--- src/rtl/pci_sram_fifo_pkg.sv ---
// Shared constants and types for the PCI-side SRAM FIFO.
//  PCI_FIFO_ADDR_BITS  : SRAM address width (16 entries)
//  PCI_FIFO_DEPTH      : SRAM entries
//  PCI_FIFO_LEVEL_BITS : width of pointers and of the level output (0..17)
package pci_sram_fifo_pkg;
  localparam int unsigned PCI_FIFO_ADDR_BITS  = 4;
  localparam int unsigned PCI_FIFO_DEPTH      = 16;
  localparam int unsigned PCI_FIFO_LEVEL_BITS = 5;

  // Pointer MSB is the wrap bit; low bits address the SRAM.
  typedef logic [PCI_FIFO_ADDR_BITS:0] fifo_ptr_t;

  typedef enum logic {
    OUT_EMPTY = 1'b0,
    OUT_VALID = 1'b1
  } out_state_e;
endpackage

--- src/rtl/dual_port_sync_sram_16x1_no_hold.sv ---
// 16x1 dual-port synchronous SRAM, hold-on-no-enable read port.
//  write_clk/write_address/write_data/write_capture_data : write port
//  read_clk/read_address/read_enable/read_data           : read port; read_data
//   updates only when read_enable is high, otherwise keeps its last value.
// Contents are not reset.
module dual_port_sync_sram_16x1_no_hold (
  input  logic       write_clk,
  input  logic [3:0] write_address,
  input  logic       write_data,
  input  logic       write_capture_data,
  input  logic       read_clk,
  input  logic [3:0] read_address,
  input  logic       read_enable,
  output logic       read_data
);
  logic mem [16];

  always_ff @(posedge write_clk) begin
    if (write_capture_data) mem[write_address] <= write_data;
  end

  always_ff @(posedge read_clk) begin
    if (read_enable) read_data <= mem[read_address];
  end
endmodule

--- src/rtl/pci_sram_fifo_bank.sv ---
// WIDTH bit-slices of the 16x1 SRAM sharing address and enable lines.
//  clk           : drives both write_clk and read_clk of every slice
//  write_address : shared write address, write_en : shared write enable
//  read_address  : shared read address,  read_en  : shared read enable
//  write_data / read_data : WIDTH-bit data, one bit per slice
module pci_sram_fifo_bank
  import pci_sram_fifo_pkg::*;
#(
  parameter int unsigned WIDTH = 8
) (
  input  logic                          clk,
  input  logic [PCI_FIFO_ADDR_BITS-1:0] write_address,
  input  logic [WIDTH-1:0]              write_data,
  input  logic                          write_en,
  input  logic [PCI_FIFO_ADDR_BITS-1:0] read_address,
  input  logic                          read_en,
  output logic [WIDTH-1:0]              read_data
);
  for (genvar b = 0; b < WIDTH; b++) begin : g_slice
    dual_port_sync_sram_16x1_no_hold u_sram (
      .write_clk          (clk),
      .write_address      (write_address),
      .write_data         (write_data[b]),
      .write_capture_data (write_en),
      .read_clk           (clk),
      .read_address       (read_address),
      .read_enable        (read_en),
      .read_data          (read_data[b])
    );
  end
endmodule

--- src/rtl/pci_sram_fifo_controller.sv ---
// Single-clock FIFO over the 16x1 SRAM bank with a show-ahead output stage.
//  pci_clk, pci_reset_comb (async, active high), flush (sync clear)
//  wr_valid/wr_data/wr_ready : write handshake
//  rd_valid/rd_data/rd_ready : read handshake; rd_data is the SRAM read register
//  level (0..17), almost_full (level >= ALMOST_FULL_LEVEL), overflow_err (sticky)
module pci_sram_fifo_controller
  import pci_sram_fifo_pkg::*;
#(
  parameter int unsigned WIDTH             = 8,
  parameter int unsigned ALMOST_FULL_LEVEL = 12
) (
  input  logic                           pci_clk,
  input  logic                           pci_reset_comb,
  input  logic                           flush,
  input  logic                           wr_valid,
  input  logic [WIDTH-1:0]               wr_data,
  output logic                           wr_ready,
  output logic                           rd_valid,
  output logic [WIDTH-1:0]               rd_data,
  input  logic                           rd_ready,
  output logic [PCI_FIFO_LEVEL_BITS-1:0] level,
  output logic                           almost_full,
  output logic                           overflow_err
);
  fifo_ptr_t  wr_ptr;
  fifo_ptr_t  rd_ptr;
  out_state_e out_state;
  fifo_ptr_t  sram_count;
  logic       sram_full;
  logic       wr_fire;
  logic       fetch;

  assign sram_count = wr_ptr - rd_ptr;
  assign sram_full  = (wr_ptr[PCI_FIFO_ADDR_BITS-1:0] == rd_ptr[PCI_FIFO_ADDR_BITS-1:0]) &&
                      (wr_ptr[PCI_FIFO_ADDR_BITS] != rd_ptr[PCI_FIFO_ADDR_BITS]);
  assign wr_ready   = !sram_full;
  assign rd_valid   = (out_state == OUT_VALID);

  // Enables are gated by flush/reset so the SRAM never sees a transfer the
  // pointers will not account for.
  assign wr_fire = wr_valid && wr_ready && !flush && !pci_reset_comb;
  assign fetch   = (sram_count != '0) && (!rd_valid || rd_ready) && !flush && !pci_reset_comb;

  assign level       = sram_count + {{(PCI_FIFO_LEVEL_BITS-1){1'b0}}, rd_valid};
  assign almost_full = (32'(level) >= ALMOST_FULL_LEVEL);

  pci_sram_fifo_bank #(
    .WIDTH (WIDTH)
  ) u_bank (
    .clk           (pci_clk),
    .write_address (wr_ptr[PCI_FIFO_ADDR_BITS-1:0]),
    .write_data    (wr_data),
    .write_en      (wr_fire),
    .read_address  (rd_ptr[PCI_FIFO_ADDR_BITS-1:0]),
    .read_en       (fetch),
    .read_data     (rd_data)
  );

  always_ff @(posedge pci_clk or posedge pci_reset_comb) begin
    if (pci_reset_comb) begin
      wr_ptr       <= '0;
      rd_ptr       <= '0;
      out_state    <= OUT_EMPTY;
      overflow_err <= 1'b0;
    end else if (flush) begin
      wr_ptr       <= '0;
      rd_ptr       <= '0;
      out_state    <= OUT_EMPTY;
      overflow_err <= 1'b0;
    end else begin
      if (wr_fire) wr_ptr <= wr_ptr + 1'b1;
      if (fetch)   rd_ptr <= rd_ptr + 1'b1;
      if (wr_valid && !wr_ready) overflow_err <= 1'b1;
      case (out_state)
        OUT_EMPTY: if (fetch) out_state <= OUT_VALID;
        OUT_VALID: if (rd_ready && !fetch) out_state <= OUT_EMPTY;
        default:   out_state <= OUT_EMPTY;
      endcase
    end
  end
endmodule

--- config.mk ---
export PLATFORM = sky130hd
export DESIGN_NAME = pci_sram_fifo_controller
export DESIGN_NICKNAME = d
export VERILOG_FILES = /design/src/rtl/pci_sram_fifo_pkg.sv /design/src/rtl/dual_port_sync_sram_16x1_no_hold.sv /design/src/rtl/pci_sram_fifo_bank.sv /design/src/rtl/pci_sram_fifo_controller.sv
export SDC_FILE = /design/constraint.sdc
export NUM_CORES = 1
export LEC_CHECK = 0
export CAP_MARGIN = 40
export CORE_MARGIN = 2
export CORE_UTILIZATION = 40
export DETAILED_ROUTE_END_ITERATION = 7
export HOLD_SLACK_MARGIN = 0.05
export PLACE_DENSITY = 0.67
export RECOVER_POWER = 100
export SYNTH_ARGS = -nofsm -noshare
export SYNTH_HDL_FRONTEND = slang
export SYNTH_SLANG_ARGS = --single-unit
export TNS_END_PERCENT = 20
--- constraint.sdc ---
create_clock -name pci_clk -period 2.65 [get_ports pci_clk]
set_clock_uncertainty 0.2 [all_clocks]
set_input_delay 0.53 -clock pci_clk [delete_from_list [all_inputs] [get_ports pci_clk]]
set_output_delay 0.53 -clock pci_clk [all_outputs]
set_load 0.05 [all_outputs]
* Word-level counts from Yosys, hierarchy flattened
Memories as Yosys holds them, arrays and structs flattened. A register that Yosys moved wholly into a read port is not among the register bits.
Index checks and enable logic that the tools add are counted.
** Storage, ports and cells
- Logic and storage cells :: 51
- Register bits after elaboration :: 12
- Input bits :: 13
- Output and inout port bits :: 17
- Memories :: 8
- Bits in writable memories :: 128
** Memory list
- u_bank.g_slice[0].u_sram.mem :: words 16, width 1, read ports 1, clocked after memory_dff 1, write ports 1, line dual_port_sync_sram_16x1_no_hold.sv:16 : logic mem [16];
- u_bank.g_slice[1].u_sram.mem :: words 16, width 1, read ports 1, clocked after memory_dff 1, write ports 1, line dual_port_sync_sram_16x1_no_hold.sv:16
- u_bank.g_slice[2].u_sram.mem :: words 16, width 1, read ports 1, clocked after memory_dff 1, write ports 1, line dual_port_sync_sram_16x1_no_hold.sv:16
- u_bank.g_slice[3].u_sram.mem :: words 16, width 1, read ports 1, clocked after memory_dff 1, write ports 1, line dual_port_sync_sram_16x1_no_hold.sv:16
- u_bank.g_slice[4].u_sram.mem :: words 16, width 1, read ports 1, clocked after memory_dff 1, write ports 1, line dual_port_sync_sram_16x1_no_hold.sv:16
- u_bank.g_slice[5].u_sram.mem :: words 16, width 1, read ports 1, clocked after memory_dff 1, write ports 1, line dual_port_sync_sram_16x1_no_hold.sv:16
- +2 memories
** Cells by class
- Bitwise operators :: 1
- Reduce and logical (&&, ||, !) cells :: 19
- Equality and inequality tests :: 2
- Muxes and demuxes :: 12
- Order comparisons :: 1
- Add/subtract/negate cells :: 4
** Operator list (count)
- $mux W5 :: 4
- $add A5 B1 Y5 const B :: 2
- $logic_and A1 B1 Y1 :: 9
- $mux W1 :: 7
- $reduce_bool A2 Y1 :: 3
- $add A5 B1 Y5 :: 1
- $ge A5 B4 Y1 const B :: 1
- $logic_not A1 Y1 :: 5
- $reduce_bool A5 Y1 :: 1
- $sub A5 B5 Y5 :: 1
- $eq A4 B4 Y1 :: 1
- $pmux W1 S2 :: 1
- $logic_or A1 B1 Y1 :: 1
- $ne A1 B1 Y1 :: 1
- $not A1 Y1 :: 1

* Logic depth before layout (Yosys ltp)
Gate-level depths: netlist (run 1).
- Word-level depth :: 10
- Mapped depth :: 10
- Depth with buffers taken out :: 9

* Cells and area by module
From an unflattened synthesis (run 1), not the netlist that was laid out.
** Unflattened totals
- Cell total of the unflattened synthesis :: 468
- Area total of the unflattened synthesis :: 6946.7 sq um
** By module, submodules not included
- dual_port_sync_sram_16x1_no_hold :: seq. area each 510.5 sq um, cells an instance 47, area each 755.7 sq um, instances 8
- pci_sram_fifo_controller :: seq. area each 300.3 sq um, cells an instance 92, area each 900.9 sq um, instances 1

* Worst setup path before layout (run 1)
No wires, ideal clock.
- Kind :: register -> output
- Start :: reg wr_ptr[0]
- End :: out almost_full
- Path buffers :: 0
- Required time :: 1.920 ns
- Cell stages (with the launch flop) :: 9
- Arrival :: 2.711 ns
- Setup slack :: -0.791 ns
- Cell sequence :: dfrtp_1 -> inv_1 -> ha_1 -> fa_1 -> nand2b_1 -> a21oi_4 -> xor2_4 -> o21ai_0 -> a2bb2oi_1
** On the way
- Word-level cells in the longest chain between the ends :: 3
** RTL lines
- from (decl) :: line pci_sram_fifo_controller.sv:25 : fifo_ptr_t wr_ptr;
- from (signal assigned) :: line pci_sram_fifo_controller.sv:71 : if (wr_fire) wr_ptr <= wr_ptr + 1'b1;
- $sub A5 B5 Y5 :: line pci_sram_fifo_controller.sv:33 : assign sram_count = wr_ptr - rd_ptr;
- $add A5 B1 Y5 :: line pci_sram_fifo_controller.sv:44 : assign level = sram_count + {{(PCI_FIFO_LEVEL_BITS-1){1'b0}}, rd_valid};
- $ge A5 B4 Y1 :: line pci_sram_fifo_controller.sv:45 : assign almost_full = (32'(level) >= ALMOST_FULL_LEVEL);
- to (decl) :: line pci_sram_fifo_controller.sv:22 : output logic almost_full,
No other way between the ends.

* Worst setup path after layout (run 1)
- Start :: reg rd_ptr[0]
- End :: out almost_full
** On the way
- Word-level cells in the longest chain between the ends :: 3
** RTL lines
- from (decl) :: line pci_sram_fifo_controller.sv:26 : fifo_ptr_t rd_ptr;
- from (signal assigned) :: line pci_sram_fifo_controller.sv:72 : if (fetch) rd_ptr <= rd_ptr + 1'b1;
- $sub A5 B5 Y5 :: line pci_sram_fifo_controller.sv:33
- $add A5 B1 Y5 :: line pci_sram_fifo_controller.sv:44
- $ge A5 B4 Y1 :: line pci_sram_fifo_controller.sv:45
No other way between the ends.

==> impl_metrics.csv, run 1 <==
group,metric,value,unit
setup_path,setup.worst_path.end_class,"output port",
global_route,overflow,0,
floorplanning,io_pins,30,
logic_synthesis,ys.warnings.count,0,
placement,hpwl,8.778,mm
timing,setup_ws,-505.9,ps
timing,min_period,3156,ps
logic_synthesis,synthArstFlopShare,0.08108,
timing,setup_viol,9,
setup_path,crit_fanout,3,
timing,tns,-2171,ps
logic_synthesis,ys_ff_latch,148,
route,first_pass_iters,5,
clocking,cts_buffers,17,
logic_synthesis,syn_area,0.006310,mm²
clocking,clk_latency,410,ps
clocking,clk_pin_slew,60,ps
placement,portBuffers,29,
pwr,cellPowerDensity,939.6,mW/mm²
cells_and_area,stdcell_count,677,
cells_and_area,layout-drive-gt1-share,0.3069,
route,ant_nets,0,
global_route,grt_usage,0.1656,
timing,slew_viol_final,0,
clocking,cts-root-buf,"clkbuf_16",
cells_and_area,final_nets,478,
pwr,vdd_ir_drop_max,1.223,mV
setup_path,cp_common_cell,"buf_6",
setup_path,crit_chain,"ha_4, fa_2, nand2b_4, a21oi_4, xor2_4, buf_6, buf_6, a2bb2oi_4, buf_12",
logic_synthesis,synthTopCellsByArea,"edfxtp_1, mux4_2, mux2i_1, dfrtp_1, a221oi_1",
setup_path,start_kind,"register",
outcome,outcome,"finished, violations left",
route,drc,0,
logic_synthesis,syn_nets,395,
logic_synthesis,synth_top_flop_cell,"edfxtp_1",
route,vias,3522,
logic_synthesis,synth.most_common_cell,"edfxtp_1",
timing,rsz0062_at_grt,"yes",
min_path,hp-class,"register to register",
placement,routabilityCongestion,0.8484,
timing,fin_crit_sh,1.191,
timing,relSlewSlack,0.5785,
floorplanning,die_w,129.6,µm
logic_synthesis,synth_top_area_share,0.6472,
setup_path,worstPathRequired,1920,ps
setup_path,critPathTopFamily,"adder cells",
route,routedWlPerCell,19.31,µm
setup_path,worst_path_max_delay_cell,"dfrtp_2",
setup_path,critical_path_class,"register to output port",
cells_and_area,antenna_cells,0,
timing,timing.fmax,316.9,MHz
route,vias_per_cell,5.202,
setup_path,critPathBufInv,3,
floorplanning,die_h,129.6,µm
cells_and_area,area_delta_synth_final,26.81,%
placement,place_inst,639,
timing,tightest_slew,632.2,ps
global_route,grt_pass1_wl,20.34,mm
route,drtIter0Drc,293,
global_route,grt_pass1_vias,3627,
route,wirelength,13.08,mm
clocking,cts_sinks,148,
logic_synthesis,yosysSeqAreaShare,0.6948,
floorplanning,coreArea,0.01531,mm²
cells_and_area,multi_input_area,0.001936,mm²
floorplanning,start_util,0.4120,
clocking,cts.htree.levels,4,
logic_synthesis,synth_edf_count,136,
cells_and_area,fill_cells,1243,
job,cap_violations,0,
cells_and_area,seq_area,0.004387,mm²
logic_synthesis,synth.avg_cell_area,17.05,µm²
logic_synthesis,synth_top_area_cell,"edfxtp_1",
floorplanning,dieArea,0.01679,mm²
logic_synthesis,synth_cell_types,44,
floorplanning,fp-row-count,45,
clocking,ctsLongestPathBuffers,2,
clocking,cts_tree,"built",
logic_synthesis,synth_commonest_cells,"edfxtp_1, mux2i_1, nor2_1",
setup_path,arrival,2430,ps
setup_path,slowest_delay,430,ps
pwr,p_leak,2.787,nW
logic_synthesis,syn_inst,370,
global_route,antenna_found_initial,0,
timing,hold_viol,0,
global_route,grt_max_degree,29,
outcome,violations,"setup timing",
==> layer usage <==
layer | wire length [µm] | vias up | global-route usage | share of wire
met1 | 5894 | 1799 | 0.2246 | 0.45
met3 | 622 | 15 | 0.03799 | 0.048
met5 | 0 | - | 0 | 0
li1 | - | 1602 | - | -
met4 | 142 | 0 | 0.04807 | 0.011
met2 | 6415 | 106 | 0.2695 | 0.49
==> area by class of cell <==
cell class / instances / share of cell area
inverters: 10 / 0.004691
repair buffers: 86 / 0.09507
flip-flops and latches: 148 / 0.5482
multi-input cells: 190 / 0.2419
clock inverters: 13 / 0.02299
clock buffers: 19 / 0.05410
well taps: 211 / 0.03299
==> worst reg2reg max path: stages, from the launching register on <==
cell	delay, ps
dfrtp_2	430
ha_4	170
fa_2	340
nand2b_4	160
a21oi_4	200
xor2_4	180
buf_4	130
buf_4	120
o311ai_4	110
buf_6	170
or4_1	460
nand2_1	70
==> final timing paths <==
path,from,to,slack [ps],cells past startpoint
setup / recovery,rd_ptr[0],almost_full,-510,9
hold / removal,overflow_err,overflow_err,300,2
setup reg to reg,rd_ptr[0],rd_ptr[3],-140,11
hold reg to reg,overflow_err,overflow_err,300,2
max in group asynchronous,pci_reset_comb,rd_ptr[1],1080,3
min in group asynchronous,pci_reset_comb,overflow_err,330,2
==> where the power goes <==
| group | switching, mW | leakage (nW) | internal [mW] |
|---|---|---|---|
| Combinational | 1.25 | 1.12 | 1.16 |
| Sequential | 0.0285 | 1.39 | 2.63 |
| Clock | 0.887 | 0.283 | 1.57 |
==> layout by cell type (no fill, tap or decap), drive strengths merged, types with 2 or more instances in the layout <==
master / count
a21oi: 8
ha: 11
nand4: 2
a22oi: 7
nor2b: 3
mux2i: 33
xnor2: 7
clkbuf: 29
xor2: 6
edfxtp: 136
dlygate4sd3: 19
a221oi: 16
nor2: 22
mux4: 16
nand3: 5
dfrtp: 12
clkinvlp: 5
o21ai: 10
and2: 16
buf: 54
clkinv: 4
clkdlybuf4s50: 3
bufinv: 4
nand2: 14
inv: 10
==> kinds of logic after synthesis <==
logic type	count (synthesis)	share of synthesized area
simple gates	67	0.05414
buf+inv	32	0.02875
xor+xnor	13	0.02518
flops	148	0.6948
fa+ha+maj	12	0.02498
mux	50	0.1112
compound gates	48	0.06088
==> timing repair <==
item	in CTS	in global routing
setup buffers	4	2
pin swaps	4	10
gates resized for setup	8	10
setup endpoints to repair	13	16
hold buffers	0	0
==> state kept, by name, indices dropped and copies added, names as in the netlist <==
name,count
u_bank.g_slice.u_sram.mem,128
u_bank.g_slice.u_sram.read_data,8
rd_ptr,5
wr_ptr,5
overflow_err,1
rd_valid,1
==> stage by stage <==
stage	setup slack (ps)	cell area, µm²	hold WS (ps)	power [mW]	utilization
6_report	-505.9	8001	301.5	7.518	0.5225
3_3_place_gp	-133.3	7268	298.9	4.908	0.4746
2_1_floorplan	-237.5	6431	148.8	4.232	-
5_1_grt	-578.4	8001	322.9	7.819	0.5225
3_5_place_dp	-156.3	7288	294.7	4.960	0.4759
4_1_cts	-483.7	7975	167.5	7.533	0.5208
No activity file was read; power rests on OpenSTA's default activity.
==> run 2, diff against run 1 <==
--- a/config.mk
+++ b/config.mk
@@ -15,4 +15,3 @@
 export SYNTH_ARGS = -nofsm -noshare
 export SYNTH_HDL_FRONTEND = slang
 export SYNTH_SLANG_ARGS = --single-unit
-export TNS_END_PERCENT = 20
==> impl_metrics.csv, run 2 (same netlist as run 1, synthesis figures left out) <==
group,metric,value,unit
cells_and_area,fin_area,0.007976,mm²
cells_and_area,final_nets,474,
placement,portBuffers,29,
setup_path,reg2reg_depth,12,
clocking,cts_sinks,148,
floorplanning,dieArea,0.01679,mm²
clocking,clk_pin_slew,60,ps
outcome,violations,"setup timing",
placement,dpl_cell_area,0.007269,mm²
cells_and_area,mostFrequentLayoutCells,"edfxtp_1, mux2i_1, buf_4",
route,drtIter0Drc,342,
outcome,outcome,"finished, violations left",
clocking,cts.htree.levels,4,
cells_and_area,final_common_cell,"edfxtp_1",
placement,place_inst,633,
cells_and_area,stdcell_count,673,
clocking,ctsLongestPathBuffers,2,
route,ant_nets,0,
clocking,cts_tree,"built",
floorplanning,start_util,0.4120,
setup_path,critical_path_class,"register to output port",
cells_and_area,antenna_cells,0,
floorplanning,io_pins,30,
route,vias_per_cell,5.138,
clocking,cts-hold-fix-buffers,0,
timing,setup_ws,-441.6,ps
setup_path,r2r_end,"u_bank.g_slice[7].u_sram.read_data",
cells_and_area,postLayoutCoreUtil,0.5208,
placement,routabilityCongestion,0.7515,
min_path,worstHoldEndpoint,"overflow_err",
cells_and_area,largest-register,"u_bank.g_slice.u_sram.mem",
min_path,hp-class,"register to register",
global_route,grt_usage,0.1678,
global_route,gr-max-usage-layer,"met2",
placement,hpwl,8.545,mm
global_route,gr-usage-met1,0.2198,
global_route,grt_max_degree,43,
route,drc,0,
job,cap_violations,0,
setup_path,rr_startpoint,"rd_ptr[0]",
timing,rsz0062_at_grt,"yes",
clocking,clk_latency,420,ps
setup_path,start_kind,"register",
setup_path,crit_fanout,5,
setup_path,setup.worst_path.end_class,"output port",
cells_and_area,largest_reg_flops,128,
pwr,vdd_ir_drop_max,0.8182,mV
timing,timing.fmax,323.5,MHz
timing,min_period,3092,ps
clocking,cts-root-buf,"clkbuf_16",
setup_path,worstPathRequired,1920,ps
cells_and_area,reg_top3,"u_bank.g_slice.u_sram.mem: 128 flops, u_bank.g_slice.u_sram.read_data: 8 flops",
setup_path,reg2reg_setup_slack,-220,ps
timing,slew_viol_final,0,
floorplanning,die_w,129.6,µm
route,first_pass_iters,4,
min_path,whs_path_depth,2,
setup_path,arrival,2360,ps
timing,setup_viol,18,
clocking,cts_buffers,17,
timing,hold_viol,0,
min_path,min-delay-start,"overflow_err",
floorplanning,die_h,129.6,µm
global_route,antenna_found_initial,0,
cells_and_area,area_delta_synth_final,26.41,%
cells_and_area,fill_cells,1281,
cells_and_area,layout-drive-gt1-share,0.3182,
global_route,grt_pass1_wl,20.42,mm
route,vias,3458,
timing,fin_crit_sh,1.167,
global_route,grt_pass1_vias,3695,
floorplanning,fp-row-count,45,
route,wirelength,13.19,mm
pwr,cellPowerDensity,928.6,mW/mm²
timing,relSlewSlack,0.5193,
timing,tns,-3952,ps
global_route,grt_util_met3,0.03675,
global_route,overflow,0,
floorplanning,coreArea,0.01531,mm²
route,routedWlPerCell,19.60,µm
pwr,p_leak,2.770,nW
global_route,grt_use_met2,0.2796,
placement,pre_cts_slack,-19.49,ps
timing,tightest_slew,721.0,ps
[run 2: cell count changes in the layout (fill, tap and decap cells not counted), moves of 3 or more]
cell        before  now
and2_0           5    9
clkbuf_4         2    6
buf_4           39   30
clkinvlp_4       5    2
and2_1          11    5
inv_6            0    5
[run 2: final cells by class]
| cell class | count | area (µm²) | area share |
|---|---|---|---|
| clock buffer | 18 | 429.2 | 0.05380 |
| sequential | 148 | 4387 | 0.5500 |
| multi-input combinational | 190 | 1948 | 0.2442 |
| tap | 211 | 264.0 | 0.03310 |
| clock inverter | 14 | 150.1 | 0.01882 |
| timing repair buffer | 82 | 760.7 | 0.09537 |
| inverter | 10 | 37.54 | 0.004706 |
[run 2: power by group]
| part | internal [mW] | switching [mW] | total (mW) |
|---|---|---|---|
| clock | 1.40 | 0.946 | 2.34 |
| sequential | 2.62 | 0.0276 | 2.65 |
| combinational | 1.17 | 1.24 | 2.41 |
| total | 5.19 | 2.22 | 7.41 |
[run 2: layer usage]
layer  vias up  wire length, µm
met2       109             6720
met5         -                0
met4         0              179
met1      1742             5369
met3        14              921
li1       1593                -
[run 2: worst max-delay path: stages, from the launching register on]
cell and delay (ps):
dfrtp_2 430, ha_4 170, fa_2 340, nand2b_4 160, a21oi_4 170, xor2_4 220, buf_4 160, a2bb2oi_4 150
buf_12 150
[run 2: repair_timing]
item | CTS | global route
hold endpoints to repair | 0 | 0
gates resized for setup | 8 | 18
pin swaps | 7 | 9
endpoints found under the setup margin | 14 | 36
buffers inserted | 4 | 4
[run 2: worst max path at each step]
stage | start | endpoint | depth (start not counted)
5_1_grt | rd_ptr[0] | almost_full | 9
6_report | rd_ptr[0] | almost_full | 8
3_5_place_dp | rd_ptr[0] | almost_full | 8
2_1_floorplan | wr_ptr[0] | almost_full | 8
4_1_cts | rd_ptr[0] | almost_full | 8
3_3_place_gp | rd_ptr[0] | almost_full | 8
[run 2: metrics by stage]
step           hold WS [ps]  power, mW
5_1_grt               339.6      7.693
2_1_floorplan         148.8      4.256
4_1_cts               318.5      7.410
3_3_place_gp          283.3      4.914
6_report              310.0      7.407
3_5_place_dp          292.4      4.985
